<file path="src/rtl/instr_fetch_port_pkg.sv">
// instr_fetch_port_pkg: shared constants for the instruction-fetch port.
//   Exception codes returned to the fetch stage, line geometry, the FSM
//   state type and a helper that turns a line tag into its base address.
package instr_fetch_port_pkg;

    localparam int EXC_CODE_WIDTH = 5;
    localparam logic [EXC_CODE_WIDTH-1:0] EC_NONE = 5'd0;
    localparam logic [EXC_CODE_WIDTH-1:0] EC_ADEL = 5'd4;
    localparam logic [EXC_CODE_WIDTH-1:0] EC_IBE  = 5'd6;

    localparam int LINE_WORDS = 4;                // only 4 is supported
    localparam int IDX_W      = $clog2(LINE_WORDS);
    localparam int TAG_W      = 32 - IDX_W - 2;   // addr[31:4]

    typedef enum logic [1:0] {
        ST_IDLE,
        ST_FILL,    // demand refill of the line that missed
        ST_PREF     // speculative fill of the next line
    } ifp_state_t;

    function automatic logic [31:0] line_addr(input logic [TAG_W-1:0] t);
        return {t, {(IDX_W + 2){1'b0}}};
    endfunction

endpackage

</file>
<file path="src/rtl/instr_fetch_port_line_buf.sv">
// ifp_line_buf: one instruction line (tag, valid, LINE_WORDS words).
//   clk, rst       : clock, async active-high reset
//   clr            : drop valid (flush)
//   load, load_tag : start a new fill: latch tag, drop valid
//   we, widx, wdata: single word write port
//   set_valid      : mark line valid (same edge as the last word write)
//   lookup_tag/idx : combinational compare/read
//   hit, rdata     : valid && tag match; word at lookup_idx
module ifp_line_buf
    import instr_fetch_port_pkg::*;
(
    input  logic              clk,
    input  logic              rst,
    input  logic              clr,
    input  logic              load,
    input  logic [TAG_W-1:0]  load_tag,
    input  logic              we,
    input  logic [IDX_W-1:0]  widx,
    input  logic [31:0]       wdata,
    input  logic              set_valid,
    input  logic [TAG_W-1:0]  lookup_tag,
    input  logic [IDX_W-1:0]  lookup_idx,
    output logic              hit,
    output logic [31:0]       rdata
);

    logic                          valid;
    logic [TAG_W-1:0]              tag;
    logic [LINE_WORDS-1:0][31:0]   words;

    always_ff @(posedge clk or posedge rst) begin
        if (rst) begin
            valid <= 1'b0;
            tag   <= '0;
            words <= '0;
        end else begin
            if (clr || load)    valid <= 1'b0;
            else if (set_valid) valid <= 1'b1;
            if (load) tag <= load_tag;
            if (we)   words[widx] <= wdata;
        end
    end

    assign hit   = valid && (tag == lookup_tag);
    assign rdata = words[lookup_idx];

endmodule

</file>
<file path="src/rtl/instr_fetch_port.sv">
// instr_fetch_port: memory-side responder for instruction fetch.
//   Serves hits, misaligned and bus-error fetches in the same cycle and
//   stalls the fetch stage while a 4-word line is refilled over the bus.
//   clk, rst                    : clock, async active-high reset
//   fetch_addr                  : byte address (held while fetch_stall)
//   fetch_data, fetch_exc_code  : combinational response
//   fetch_stall                 : fetch not served this cycle
//   flush                       : invalidate all buffered lines
//   bus_req, bus_addr           : read request, held until bus_ack
//   bus_ack, bus_rdata, bus_err : read completion
// Build option: IFP_PREFETCH_EN adds a second line that is speculatively
//   filled with the next sequential line after each demand fill.
module instr_fetch_port
    import instr_fetch_port_pkg::*;
(
    input  logic                      clk,
    input  logic                      rst,
    input  logic [31:0]               fetch_addr,
    output logic [31:0]               fetch_data,
    output logic [EXC_CODE_WIDTH-1:0] fetch_exc_code,
    output logic                      fetch_stall,
    input  logic                      flush,
    output logic                      bus_req,
    output logic [31:0]               bus_addr,
    input  logic                      bus_ack,
    input  logic [31:0]               bus_rdata,
    input  logic                      bus_err
);

`ifdef IFP_PREFETCH_EN
    localparam int NBUF = 2;
`else
    localparam int NBUF = 1;
`endif

    ifp_state_t              state;
    logic [TAG_W-1:0]        fill_tag, err_tag, ld_tag;
    logic [IDX_W-1:0]        word_cnt;
    logic                    err_valid, flush_pending;
    logic                    dsel;      // buffer owning demand fills
    logic                    fill_sel;  // buffer written by the current fill

    logic [NBUF-1:0]         buf_hit, buf_load, buf_we, buf_set;
    logic [NBUF-1:0][31:0]   buf_rdata;
    logic [31:0]             hit_data;

    logic [TAG_W-1:0]        tag;
    logic [IDX_W-1:0]        idx;
    logic                    aligned, hit_any, err_hit, miss, ack_ok, last_word;

    assign tag       = fetch_addr[31:IDX_W+2];
    assign idx       = fetch_addr[IDX_W+1:2];
    assign aligned   = (fetch_addr[1:0] == 2'b00);
    assign hit_any   = |buf_hit;
    assign err_hit   = err_valid && (err_tag == tag);
    assign miss      = aligned && !hit_any && !err_hit;
    // bus_req is high in every non-idle state, so gating on state also
    // discards stray acks while no request is outstanding
    assign ack_ok    = (state != ST_IDLE) && bus_ack && !bus_err;
    assign last_word = (word_cnt == IDX_W'(LINE_WORDS - 1));

`ifdef IFP_PREFETCH_EN
    logic pf_pending;
    assign fill_sel = (state == ST_PREF) ? ~dsel : dsel;
`else
    assign dsel     = 1'b0;
    assign fill_sel = dsel;
`endif

    always_comb begin
        hit_data = '0;
        for (int i = 0; i < NBUF; i++)
            if (buf_hit[i]) hit_data = buf_rdata[i];
    end

    assign fetch_data     = (aligned && hit_any) ? hit_data : '0;
    assign fetch_exc_code = !aligned             ? EC_ADEL :
                            (!hit_any && err_hit) ? EC_IBE  : EC_NONE;
    assign fetch_stall    = miss;

    // Buffer control. A demand fill reuses the demand buffer in place, so
    // the line it held is lost even if the fill later fails.
    always_comb begin
        buf_load = '0;
        buf_we   = '0;
        buf_set  = '0;
        ld_tag   = tag;
        case (state)
            ST_IDLE: begin
                if (!flush) begin
                    if (miss) buf_load[dsel] = 1'b1;
`ifdef IFP_PREFETCH_EN
                    else if (pf_pending) begin
                        buf_load[~dsel] = 1'b1;
                        ld_tag          = fill_tag + TAG_W'(1);
                    end
`endif
                end
            end
`ifdef IFP_PREFETCH_EN
            ST_PREF: if (ack_ok && !last_word && miss) buf_load[dsel] = 1'b1;
`endif
            default: ;
        endcase
        if (ack_ok) begin
            buf_we[fill_sel] = 1'b1;
            if (last_word && !flush_pending && !flush) buf_set[fill_sel] = 1'b1;
        end
    end

    for (genvar i = 0; i < NBUF; i++) begin : g_buf
        ifp_line_buf u_buf (
            .clk        (clk),
            .rst        (rst),
            .clr        (flush),
            .load       (buf_load[i]),
            .load_tag   (ld_tag),
            .we         (buf_we[i]),
            .widx       (word_cnt),
            .wdata      (bus_rdata),
            .set_valid  (buf_set[i]),
            .lookup_tag (tag),
            .lookup_idx (idx),
            .hit        (buf_hit[i]),
            .rdata      (buf_rdata[i])
        );
    end

    always_ff @(posedge clk or posedge rst) begin
        if (rst) begin
            state         <= ST_IDLE;
            bus_req       <= 1'b0;
            bus_addr      <= '0;
            fill_tag      <= '0;
            word_cnt      <= '0;
            err_valid     <= 1'b0;
            err_tag       <= '0;
            flush_pending <= 1'b0;
`ifdef IFP_PREFETCH_EN
            pf_pending    <= 1'b0;
            dsel          <= 1'b0;
`endif
        end else begin
            // later assignments (a failing fill) override this clear
            if (flush) err_valid <= 1'b0;
            case (state)
                ST_IDLE: begin
                    flush_pending <= 1'b0;
                    if (flush) begin
`ifdef IFP_PREFETCH_EN
                        pf_pending <= 1'b0;
`endif
                    end else if (miss) begin
                        fill_tag <= tag;
                        word_cnt <= '0;
                        bus_addr <= line_addr(tag);
                        bus_req  <= 1'b1;
                        state    <= ST_FILL;
                    end
`ifdef IFP_PREFETCH_EN
                    else if (pf_pending) begin
                        pf_pending <= 1'b0;
                        fill_tag   <= fill_tag + TAG_W'(1);
                        word_cnt   <= '0;
                        bus_addr   <= line_addr(fill_tag + TAG_W'(1));
                        bus_req    <= 1'b1;
                        state      <= ST_PREF;
                    end else if (aligned && buf_hit[~dsel]) begin
                        dsel <= ~dsel;
                    end
`endif
                end
                ST_FILL: begin
                    if (flush) flush_pending <= 1'b1;
                    if (bus_ack) begin
                        if (bus_err) begin
                            err_valid <= 1'b1;
                            err_tag   <= fill_tag;
                            bus_req   <= 1'b0;
                            state     <= ST_IDLE;
                        end else if (last_word) begin
                            err_valid <= 1'b0;
                            bus_req   <= 1'b0;
                            state     <= ST_IDLE;
`ifdef IFP_PREFETCH_EN
                            pf_pending <= !(flush_pending || flush);
`endif
                        end else begin
                            word_cnt <= word_cnt + IDX_W'(1);
                            bus_addr <= bus_addr + 32'd4;
                        end
                    end
                end
`ifdef IFP_PREFETCH_EN
                ST_PREF: begin
                    if (flush) flush_pending <= 1'b1;
                    if (bus_ack) begin
                        // a prefetch error just leaves the spare line invalid
                        if (bus_err || last_word) begin
                            if (!bus_err) err_valid <= 1'b0;
                            bus_req <= 1'b0;
                            state   <= ST_IDLE;
                        end else if (miss) begin
                            // abort at a word boundary; bus_req stays high
                            fill_tag      <= tag;
                            word_cnt      <= '0;
                            bus_addr      <= line_addr(tag);
                            flush_pending <= 1'b0;
                            state         <= ST_FILL;
                        end else begin
                            word_cnt <= word_cnt + IDX_W'(1);
                            bus_addr <= bus_addr + 32'd4;
                        end
                    end
                end
`endif
                default: state <= ST_IDLE;
            endcase
        end
    end

endmodule

</file>
<file path="config.mk">
export PLATFORM = sky130hd
export DESIGN_NAME = instr_fetch_port
export DESIGN_NICKNAME = d
export VERILOG_FILES = /design/src/rtl/instr_fetch_port_pkg.sv /design/src/rtl/instr_fetch_port_line_buf.sv /design/src/rtl/instr_fetch_port.sv
export SDC_FILE = /design/constraint.sdc
export NUM_CORES = 1
export LEC_CHECK = 0
export BUFFER_PORTS_ARGS = -buffer_cell sky130_fd_sc_hd__buf_2
export CORE_MARGIN = 3
export CORE_UTILIZATION = 35
export DETAILED_ROUTE_END_ITERATION = 12
export PLACE_DENSITY = 0.53
export SYNTH_ARGS = -nofsm -noshare
export SYNTH_HDL_FRONTEND = slang
export SYNTH_SLANG_ARGS = --single-unit
export TNS_END_PERCENT = 30
</file>
<file path="constraint.sdc">
create_clock -name clk -period 9.8 [get_ports clk]
set_clock_uncertainty 0.2 [all_clocks]
set_input_delay 2.45 -clock clk [delete_from_list [all_inputs] [get_ports clk]]
set_output_delay 2.45 -clock clk [all_outputs]
set_load 0.005 [all_outputs]
</file>
# Word-level counts from Yosys, hierarchy flattened

Index checks and enable logic that the tools add are counted.

Flip-flop bits (word level): 252
Bits in latches: 0
Memory bits (writable): 0
ROM bits: 0
Input port bits: 69
Output and inout bits: 71
Word-level logic and storage cells: 107
Memories kept: 0

Add/subtract/negate cells: 2
$mul: 0
Divide/modulo/power cells: 0
$lt $le $gt $ge: 3
Eq/ne operators: 11
Shifts and indexed selects: 0
Mux-type cells: 48
Bitwise operators: 1
Reduce and logical (&&, ||, !) cells: 28

Operator list:

| kind                                                                          | number |
|---|---|
| 32-bit two-way mux                                                            | 9 |
| 128-bit bitwise mux                                                           | 1 |
| 32-bit binary-select mux with 2-bit select                                    | 1 |
| 32-bit demux with 2-bit select                                                | 1 |
| 32-bit one-hot mux with 2 select lines                                        | 1 |
| 28-bit equality test                                                          | 2 |
| 32-bit by 3-bit adder with 32-bit output (second input constant)              | 1 |
| 2-bit two-way mux                                                             | 10 |
| 1-bit two-way mux                                                             | 19 |
| 2-bit != test (second input constant)                                         | 6 |
| 1-bit logical AND                                                             | 11 |
| 2-bit one-hot mux with 2 select lines                                         | 2 |
| 2-bit by 3-bit less-than comparator with 1-bit output (second input constant) | 2 |
| 3-bit two-way mux                                                             | 2 |
| 3-bit AND reduction                                                           | 2 |
| 6-bit AND reduction                                                           | 1 |
| 2-bit nonzero test                                                            | 3 |
| 1-bit logical NOT                                                             | 5 |
| 5-bit AND reduction                                                           | 1 |
| 2-bit logical NOT                                                             | 2 |
| 1-bit one-hot mux with 2 select lines                                         | 2 |
| 4-bit AND reduction                                                           | 1 |
| 3-bit != test (second input constant)                                         | 1 |
| 2-bit by 1-bit adder with 2-bit output (second input constant)                | 1 |
| other kinds (6)                                                               | 6 |

# Longest topological paths before layout

Gate-level depths: netlist of the first run.

Word-level depth: 10
Gate-level depth with buffers: 9
Mapped depth without buffers: 7

# Hierarchy

A second synthesis of the first run with hierarchy kept.

Cells, all modules: 870
Area total of the unflattened synthesis: 11807.6 um^2

Modules (own cells, without submodules):

| module           | instances | cells an instance | area each (um^2) | sequential area each (um^2) |
|---|---|---|---|---|
| ifp_line_buf     | 1         | 413               | 6891.6           | 3928.8 |
| instr_fetch_port | 1         | 457               | 4916.0           | 2277.2 |

# Worst setup path after synthesis of the first run

Ideal clock, no wire load.

Path type: input to output
Start: input port fetch_addr[2]
End: output port fetch_data[10]
Arrival time: 3902 ps
Required time: 7150 ps
Slack: 3248 ps
Stages on the path: 4
Path buffers: 2
Cells stage by stage: clkbuf_1 buf_1 mux4_2 nor2b_1

Word-level cells in the longest chain between the ends: 4

RTL lines:

| item                                       | line                            | text |
|---|---|---|
| start, declared                            | instr_fetch_port.sv:18          | `input logic [31:0] fetch_addr,` |
| 32-bit binary-select mux with 2-bit select | instr_fetch_port_line_buf.sv:45 | `assign rdata = words[lookup_idx];` |
| 32-bit two-way mux (not written as such)   | instr_fetch_port_line_buf.sv:45 |  |
| 32-bit two-way mux                         | instr_fetch_port.sv:73          | `if (buf_hit[i]) hit_data = buf_rdata[i];` |
| 32-bit two-way mux                         | instr_fetch_port.sv:76          | `assign fetch_data = (aligned && hit_any) ? hit_data : '0;` |
| end, declared                              | instr_fetch_port.sv:19          | `output logic [31:0] fetch_data,` |

No other way between the ends. The select of a mux whose other input is x is not followed.

# Final worst setup path of the first run

Start: input port fetch_addr[23]
End: output port fetch_data[14]

Word-level cells in the longest chain between the ends: 4
Elaborated cells on any way between the ends: 5
Classes of those cells: 1 x eq/ne; 2 x mux; 2 x reduce/logical

RTL lines:

| item                                                    | line                                           | text |
|---|---|---|
| 28-bit equality test *                                  | instr_fetch_port_line_buf.sv:44                | `assign hit = valid && (tag == lookup_tag);` |
| 1-bit logical AND *                                     | instr_fetch_port_line_buf.sv:44                |  |
| 32-bit two-way mux or 1-bit logical AND (tied branches) | instr_fetch_port.sv:73, instr_fetch_port.sv:76 |  |
| 32-bit two-way mux *                                    | instr_fetch_port.sv:76                         |  |

Every way passes the cells marked *; elsewhere a longest branch is shown, timed or not.

==> results.py, run 1 <==
metrics = {
    "run_status": {
        "run_status": "finished clean",
    },
    "sta": {
        "rsz0062_at_grt": "no",
        "post-route-period-util": 0.692,
        "setup_tns_ps": 0,
        "finalSetupViolCount": 0,
        "fin_crit_ps": 6780,
        "timing.fmax_ghz": 0.147,
        "maxSlewHeadroom": 0.295,
        "final_hold_viol_count": 0,
        "final_max_slew_viol_count": 0,
        "worstMarginPinSlew_ps": 1050,
        "layout_setup_ws_ps": 3020,
    },
    "critical_path": {
        "worstPathMaxFanout": 32,
        "cp_slowest_stage_delay_ps": 480,
        "critical_path.most_common_cell": "buf_2",
        "path_buf_inv": 3,
        "slowest_stage": "nor4_1",
        "critPathLaunchType": "input port",
        "critPathCaptureType": "output port",
        "path_cells": "buf_2, xnor2_1, nand4_1, nor4_1, nand3_1, buf_4, nor2b_1, buf_2",
        "cp_top_family": "simple AND/OR/NAND/NOR gates",
        "crit_type": "in2out",
        "crit_required_ps": 7150,
        "cp.arrival_ps": 4130,
        "r2r.worst_path.cells": 6,
        "critical_path_depth": 8,
    },
    "detailed_routing": {
        "final_antenna_net_count": 0,
        "post_drt_wl_per_cell_um": 20.1,
        "viasPerCell": 5.28,
        "first_pass_iters": 5,
        "totalWireLength_mm": 27.6,
        "detail_route.iter0.violations": 417,
        "drc": 0,
        "num_vias": 7256,
    },
    "place": {
        "portBuffers": 134,
        "pre_cts_slack_ps": 3010,
        "place.gp.congestion": 0.877,
        "placed_cell_area_sq_um": 11900,
        "post-dp-hpwl_mm": 18.4,
    },
    "logic_synthesis": {
        "synth_common_cells": "dfrtp_1 (220), mux2_2 (180), xnor2_1 (49), nand2_1 (42), nor2b_1 (33)",
        "synth_top_area_frac": 0.506,
        "yosysTopAreaCell": "dfrtp_1",
        "synthFlopType": "dfrtp_1",
        "synth.avg_cell_area_sq_um": 13.0,
        "syn_area_sq_um": 10900,
        "yosys_warnings": 0,
        "synth_enable_flop_cells": 0,
        "netlist_top_cells_area": "dfrtp_1 (51%), mux2_2 (19%), mux4_2 (6.6%), xnor2_1 (3.9%), o221a_2 (2.0%)",
        "synthArstFlopShare": 1.00,
        "synth.most_common_cell": "dfrtp_1",
        "synth_cell_types": 50,
        "yosysSeqAreaShare": 0.506,
        "synth-seq-cells": 220,
        "syn_inst": 840,
    },
    "floorplanning": {
        "die_h_um": 182,
        "dieArea_sq_um": 33300,
        "die_w_um": 182,
        "start_util": 0.362,
        "rows": 63,
        "coreArea_sq_um": 30100,
        "pin_count": 140,
    },
    "finish": {
        "final_nets": 1037,
        "post-route-util": 0.426,
        "layout-drive-gt1-share": 0.436,
        "final_area_sq_um": 12800,
        "fillers": 2831,
        "area_growth_pct": 17.9,
        "antenna_cells": 0,
    },
    "worst_hold_path": {
        "min_path_type": "reg2reg",
        "worstHoldPathCells": 1,
    },
    "clock_tree": {
        "clk_latency_ps": 530,
        "hold_buffers": 0,
        "cts_resized": 0,
        "clk_path_buf_depth": 3,
        "clk_pin_slew_ps": 60,
        "clock_sink_count": 220,
        "root_buffer": "clkbuf_16",
        "cts-buffers-inserted": 26,
        "cts_tree": "done",
        "cts_setup_buffers": 0,
        "htreeDepth": 1,
    },
    "grt": {
        "grt_pass1_vias": 7535,
        "antenna_found_initial": 1,
        "grt_start_max_net_pins": 120,
        "grt_overflow_total": 0,
        "grt_pass1_wl_mm": 44.2,
        "track_usage": 0.167,
    },
    "pwr": {
        "combPwrFrac": 0.252,
        "power_density_nw_per_um2": 268,
        "p_sw_mw": 1.01,
        "power_mw": 3.44,
        "sequentialPowerShare": 0.446,
        "switching_share": 0.292,
        "p_leak_nw": 5.76,
        "p_int_mw": 2.44,
        "clock_power_share": 0.302,
        "peakVddDrop_uv": 113,
    },
    "job": {
        "drv_cap": 0,
    },
}
-- sequential cells by signal, indices dropped and copies added (netlist names) --
name and cells:
err_tag 28, word_cnt 2, flush_pending 1, g_buf.u_buf.valid 1, bus_addr 30, g_buf.u_buf.words 128, err_valid 1, bus_req 1
g_buf.u_buf.tag 28
-- metrics by stage --
step,hold slack (ps),std cells
4_1_cts,302,1373
6_report,300,1373
2_1_floorplan,252,844
5_1_grt,310,1373
3_5_place_dp,268,1325
3_3_place_gp,263,1325
-- power by group through the flow --
stage	Sequential, mW	Combinational [mW]	Clock [mW]
after global placement	1.54	0.864	0
final	1.54	0.866	1.04
after floorplan	1.46	0.661	0
after detailed placement	1.55	0.877	0
after CTS	1.53	0.880	1.07
after global routing	1.59	0.957	1.11
-- cell usage in the layout, fill, tap and decap left out, types with 7 or more instances in the layout --
cell and instances:
and3_1 10, mux2_2 180, o21ai_0 19, nor2b_1 32
clkbuf_8 8, and4_1 10, nand2_1 41, nor3_1 10
buf_2 134, mux2i_1 8, mux4_2 32, o221a_2 19
xnor2_1 49, buf_4 10, nand3_1 25, nand2b_1 16
nand4_1 24, nor2_1 17, dfrtp_1 220, inv_1 11
a21oi_1 7, clkbuf_16 26
-- metal layers --
metal / vias to the layer above / global-route usage / wire, um
met3: 44 / 0.0317 / 1400
met1: 3706 / 0.237 / 13100
met5: - / 0 / 13
met4: 2 / 0.0424 / 598
li1: 3327 / - / -
met2: 177 / 0.264 / 12500
-- worst register-to-register path, delay by kind of cell (launching register included) --
family,cells,cell delay [ps]
AOI/OAI and AO/OA,1,320
xor gates and xnor gates,1,240
and+or+nand+nor,3,1460
DFF,1,400
muxes,1,420
-- layout make-up --
type | instances | area [sq um] | area share
sequential | 220 | 5510 | 0.429
multi-input combinational | 559 | 5110 | 0.398
clock buffer | 36 | 768 | 0.0598
timing repair buffer | 144 | 746 | 0.0581
tap | 390 | 488 | 0.0380
clock inverter | 12 | 176 | 0.0137
inverter | 12 | 52.6 | 0.00409
-- cells by family (layout without fill, tap and decap cells) --
kind of cell / Yosys count / after routing / share of synthesized area
multiplexers: 225 / 225 / 0.265
buffers and inverters: 65 / 204 / 0.0272
flip-flops: 220 / 220 / 0.506
AND/OR/NAND/NOR: 203 / 203 / 0.104
XOR/XNOR: 49 / 49 / 0.0394
adder cells (fa/ha/maj): 5 / 5 / 0.00575
AO/OA/AOI/OAI: 72 / 72 / 0.0524
other: 1 / 5 / 0.000344
-- final timing paths --
check                                           from                         to  slack [ps]
max in group asynchronous                        rst   g_buf[0].u_buf.words[46]        6280
min                        g_buf[0].u_buf.words[121]  g_buf[0].u_buf.words[121]         300
min reg2reg                g_buf[0].u_buf.words[121]  g_buf[0].u_buf.words[121]         300
max reg2reg                    g_buf[0].u_buf.tag[2]     g_buf[0].u_buf.tag[27]        6640
max                                   fetch_addr[23]             fetch_data[14]        3020
min in group asynchronous                        rst               bus_addr[16]        1880
(Power assumes the default switching activity.)
==> run 2, diff against run 1 <==
==> constraint.sdc (replaced) <==
create_clock -name clk -period 6.3 [get_ports clk]
set_clock_uncertainty 0.2 [all_clocks]
set_input_delay 1.575 -clock clk [delete_from_list [all_inputs] [get_ports clk]]
set_output_delay 1.575 -clock clk [all_outputs]
set_load 0.005 [all_outputs]
==> results.py, run 2 (synthesis gave the netlist of run 1 again) <==
metrics = {
    "detailed_routing": {
        "totalWireLength_mm": 27.7,
        "first_pass_iters": 5,
        "num_vias": 7199,
        "drc": 0,
        "viasPerCell": 5.24,
        "detail_route.iter0.violations": 461,
        "final_antenna_net_count": 0,
        "post_drt_wl_per_cell_um": 20.1,
    },
    "pwr": {
        "switching_share": 0.293,
        "peakVddDrop_uv": 190,
        "sequentialPowerShare": 0.454,
        "clock_power_share": 0.289,
        "combPwrFrac": 0.257,
        "power_density_nw_per_um2": 411,
        "p_sw_mw": 1.54,
        "p_int_mw": 3.72,
        "p_leak_nw": 5.74,
    },
    "floorplanning": {
        "die_w_um": 182,
        "pin_count": 140,
        "dieArea_sq_um": 33300,
        "start_util": 0.362,
        "coreArea_sq_um": 30100,
        "rows": 63,
        "die_h_um": 182,
    },
    "sta": {
        "rsz0062_at_grt": "no",
        "post-route-period-util": 0.828,
        "finalSetupViolCount": 0,
        "fin_crit_ps": 5220,
        "setup_tns_ps": 0,
        "final_hold_viol_count": 0,
        "maxSlewHeadroom": 0.280,
        "worstMarginPinSlew_ps": 1080,
        "final_max_slew_viol_count": 0,
        "timing.fmax_ghz": 0.192,
    },
    "grt": {
        "antenna_found_initial": 0,
        "grt_overflow_total": 0,
        "grt_pass1_wl_mm": 43.6,
        "grt_start_max_net_pins": 119,
        "track_usage": 0.165,
        "grt_pass1_vias": 7273,
    },
    "place": {
        "placed_cell_area_sq_um": 11900,
        "place.gp.congestion": 0.873,
        "portBuffers": 134,
        "post-dp-hpwl_mm": 18.6,
        "dp.cells": 1327,
    },
    "critical_path": {
        "crit_required_ps": 4530,
        "critPathCaptureType": "output port",
        "rrSetupSlack_ps": 2850,
        "cp_slowest_stage_delay_ps": 570,
        "r2r_start": "g_buf[0].u_buf.tag[16]",
        "worstPathMaxFanout": 8,
        "r2r.worst_path.cells": 6,
        "critPathLaunchType": "input port",
        "path_cells": "buf_2, xnor2_1, nand4_1, nor4_1, a21boi_1, and2_1, buf_2",
        "crit_start": "fetch_addr[20]",
        "r2r-end": "bus_addr[29]",
        "critical_path.most_common_cell": "buf_2",
        "crit_type": "in2out",
        "slowest_stage": "nor4_1",
        "cp.arrival_ps": 3440,
    },
    "finish": {
        "layout_commonest_cell": "dfrtp_1",
        "final_nets": 1039,
        "reg_top3": "g_buf.u_buf.words (128), bus_addr (30)",
        "antenna_cells": 0,
        "layout-drive-gt1-share": 0.432,
        "mostFrequentLayoutCells": "dfrtp_1 (220), mux2_2 (180), buf_2 (134), xnor2_1 (49), nand2_1 (42)",
        "area_growth_pct": 17.6,
        "largest_register_ffs": 128,
        "final_area_sq_um": 12800,
        "top_register": "g_buf.u_buf.words",
        "final_cell_count_no_fill": 1374,
    },
    "run_status": {
        "run_status": "finished clean",
    },
    "job": {
        "drv_cap": 0,
    },
    "clock_tree": {
        "hold_buffers": 0,
        "clk_path_buf_depth": 3,
        "root_buffer": "clkbuf_16",
        "cts_tree": "done",
        "clk_pin_slew_ps": 50,
        "cts-buffers-inserted": 26,
        "htreeDepth": 1,
        "clk_latency_ps": 520,
        "cts_resized": 0,
        "cts_setup_buffers": 0,
        "clock_sink_count": 220,
    },
    "worst_hold_path": {
        "hold_path.startpoint": "flush_pending",
        "min_delay_worst_endpoint": "flush_pending",
        "worstHoldPathCells": 1,
        "min_path_type": "reg2reg",
    },
}
[run 2: cell count changes in the layout (fill, tap and decap cells not counted), sizes merged]
| cell | change |
|---|---|
| clkinv | -2 |
| buf | +2 |
| bufinv | -2 |
| inv | -1 |
| clkbuf | +4 |
[run 2: final cells by class]
class                      instances  area (sq um)
clock buffer                      40           795
clock inverter                     7          87.6
fill                            2861         17300
inverter                          12          48.8
multi-input combinational        559          5100
sequential                       220          5510
tap                              390           488
timing repair buffer             146           773
[run 2: worst max-delay path by stage]
stage / slack (ps) / end / depth (start not counted)
finish: 1080 / fetch_stall / 7
global route: 940 / fetch_data[7] / 8
CTS: 1140 / fetch_data[0] / 8
detailed placement: 1150 / fetch_data[0] / 8
global placement: 1150 / fetch_stall / 7
floorplan: 1500 / fetch_data[10] / 4
[run 2: routing by layer]
layer  wire (um)  global-route usage  vias to the layer above
li1            -                   -                     3328
met1       13300               0.242                     3683
met2       12500               0.258                      157
met3        1340              0.0305                       31
met4         529              0.0335                        0
met5           0                   0                        -
[run 2: per-stage QoR]
stage | utilization | power (mW) | hold slack (ps) | worst slack (ps)
after CTS | 0.425 | 5.33 | 283 | 1140
after detailed placement | 0.396 | 3.77 | 269 | 1150
final | 0.425 | 5.26 | 281 | 1080
after floorplan | - | 3.30 | 252 | 1500
after global placement | 0.396 | 3.74 | 267 | 1150
after global routing | 0.425 | 5.59 | 306 | 940
[run 2: critical path, delay by kind of cell]
kind                   cells  cell delay, ps
AO/OA/AOI/OAI              1             380
XOR/XNOR                   1             240
buffers and inverters      2             280
AND/OR/NAND/NOR            3             960
[run 2: power groups by stage]
stage               Sequential, mW  Combinational [mW]  Clock [mW]
detailed placement            2.41                1.37           0
floorplan                     2.27                1.03           0
global route                  2.47                1.48        1.64
CTS                           2.38                1.37        1.58
global placement              2.39                1.35           0
finish                        2.39                1.35        1.52
==> run 3, diff against run 2 <==
==> constraint.sdc (replaced) <==
create_clock -name clk -period 5.2 [get_ports clk]
set_clock_uncertainty 0.2 [all_clocks]
set_input_delay 1.3 -clock clk [delete_from_list [all_inputs] [get_ports clk]]
set_output_delay 1.3 -clock clk [all_outputs]
set_load 0.005 [all_outputs]
==> results.py, run 3 (synthesis gave the netlist of run 1 again) <==
metrics = {
    "critical_path": {
        "slowest_stage": "nor4_2",
        "crit_required_ps": 3700,
        "rrSetupSlack_ps": 2250,
        "crit_end": "fetch_data[6]",
        "r2r.worst_path.cells": 6,
        "path_cells": "buf_2, xnor2_1, nand4_1, nor4_2, nand3_1, buf_4, nor2b_1, buf_2",
        "critical_path.most_common_cell": "buf_2",
        "critPathLaunchType": "input port",
        "crit_type": "in2out",
        "critPathCaptureType": "output port",
        "path_buf_inv": 3,
        "r2r_start": "g_buf[0].u_buf.tag[4]",
        "worstPathMaxFanout": 32,
        "critical_path_depth": 8,
        "crit_start": "fetch_addr[8]",
        "cp_slowest_stage_delay_ps": 480,
        "cp_top_family": "simple AND/OR/NAND/NOR gates",
        "r2r-end": "bus_addr[24]",
        "cp.arrival_ps": 3130,
    },
    "place": {
        "portBuffers": 134,
        "post-dp-hpwl_mm": 18.9,
        "placed_cell_area_sq_um": 12000,
        "place.gp.congestion": 0.835,
        "pre_cts_slack_ps": 597,
    },
    "detailed_routing": {
        "drc": 0,
        "first_pass_iters": 8,
        "num_vias": 7279,
        "totalWireLength_mm": 28.0,
        "final_antenna_net_count": 0,
        "viasPerCell": 5.31,
        "detail_route.iter0.violations": 450,
        "post_drt_wl_per_cell_um": 20.4,
    },
    "pwr": {
        "switching_share": 0.297,
        "p_leak_nw": 5.70,
        "combPwrFrac": 0.263,
        "clock_power_share": 0.269,
        "power_density_nw_per_um2": 488,
        "sequentialPowerShare": 0.468,
        "p_int_mw": 4.37,
        "p_sw_mw": 1.85,
        "peakVddDrop_uv": 230,
    },
    "finish": {
        "mostFrequentLayoutCells": "dfrtp_1 (220), mux2_2 (180), buf_2 (134), xnor2_1 (49), nand2_1 (42)",
        "multi_input_area_sq_um": 5100,
        "reg_top3": "g_buf.u_buf.words (128), bus_addr (30)",
        "fillers": 2862,
        "layout-drive-gt1-share": 0.429,
        "seqCellArea_sq_um": 5510,
        "top_register": "g_buf.u_buf.words",
        "area_growth_pct": 16.9,
        "final_nets": 1041,
        "final_area_sq_um": 12700,
        "largest_register_ffs": 128,
        "layout_commonest_cell": "dfrtp_1",
    },
    "sta": {
        "layout_setup_ws_ps": 568,
        "fin_crit_ps": 4630,
        "maxSlewHeadroom": 0.311,
        "finalSetupViolCount": 0,
        "post-route-period-util": 0.891,
        "final_max_slew_viol_count": 0,
        "rsz0062_at_grt": "no",
        "setup_tns_ps": 0,
        "timing.fmax_ghz": 0.216,
        "worstMarginPinSlew_ps": 1030,
        "final_hold_viol_count": 0,
    },
    "floorplanning": {
        "rows": 63,
        "pin_count": 140,
        "dieArea_sq_um": 33300,
        "start_util": 0.362,
        "die_w_um": 182,
        "die_h_um": 182,
        "coreArea_sq_um": 30100,
    },
    "clock_tree": {
        "hold_buffers": 0,
        "clock_sink_count": 220,
        "root_buffer": "clkbuf_16",
        "clk_latency_ps": 520,
        "cts_tree": "done",
        "cts_setup_buffers": 0,
        "cts_resized": 0,
        "clk_path_buf_depth": 3,
        "htreeDepth": 1,
        "cts-buffers-inserted": 25,
        "clk_pin_slew_ps": 60,
    },
    "grt": {
        "grt_pass1_vias": 7336,
        "grt_pass1_wl_mm": 44.2,
        "grt_start_max_net_pins": 123,
        "grt_overflow_total": 0,
        "track_usage": 0.168,
        "antenna_found_initial": 1,
    },
    "job": {
        "drv_cap": 0,
    },
    "worst_hold_path": {
        "min_path_type": "reg2reg",
        "hold_path.startpoint": "flush_pending",
    },
    "run_status": {
        "run_status": "finished clean",
    },
}
## run 3: cell types whose count changed in the layout (fill, tap and decap cells not counted)
cell	before	now
clkbuf_8	7	2
buf_12	1	3
clkbuf_16	27	25
buf_4	11	12
clkbuf_1	6	7
clkinv_2	4	3
diode_2	0	1
## run 3: through the flow
stage	cells	utilization	power (mW)	hold WS, ps
2_1_floorplan	844	-	4.00	252
3_3_place_gp	1330	0.397	4.54	265
3_5_place_dp	1330	0.397	4.58	268
4_1_cts	1370	0.423	6.29	282
5_1_grt	1370	0.423	6.61	307
6_report	1371	0.423	6.22	279
## run 3: area by class of cell
cell class,count,area share
Tap cell,390,0.0383
Clock inverter,6,0.00649
Sequential cell,220,0.432
Multi-Input combinational cell,559,0.401
Inverter,12,0.00383
Antenna cell,1,0.000197
Timing Repair Buffer,149,0.0645
Clock buffer,34,0.0534
## run 3: worst min-delay path by stage
stage / slack (ps) / cells past startpoint / to
final: 280 / 1 / flush_pending
after global routing: 310 / 1 / g_buf[0].u_buf.words[73]
after CTS: 280 / 1 / flush_pending
after detailed placement: 270 / 1 / flush_pending
after global placement: 260 / 1 / flush_pending
after floorplan: 250 / 1 / flush_pending
## run 3: power groups by stage
stage	clock network, mW	registers (mW)	logic (mW)
final	1.67	2.91	1.64
after global placement	0	2.90	1.64
after floorplan	0	2.76	1.25
after CTS	1.73	2.90	1.66
after global routing	1.80	3.01	1.80
after detailed placement	0	2.93	1.65
## run 3: worst register-to-register path, cell delays in order, from the launching register on
cell and delay, ps:
dfrtp_1 400, xnor2_1 250, nand4_1 140, nor4_2 480, a21boi_1 340, a21o_1 600
o221a_2 420
## run 3: layer usage
| metal | share of wire | global-route usage | wire length [um] | vias up |
|---|---|---|---|---|
| li1 | - | - | - | 3338 |
| met1 | 0.47 | 0.245 | 13100 | 3736 |
| met2 | 0.46 | 0.263 | 12800 | 171 |
| met3 | 0.054 | 0.0313 | 1500 | 34 |
| met4 | 0.020 | 0.0353 | 548 | 0 |
| met5 | 0 | 0 | 0 | - |
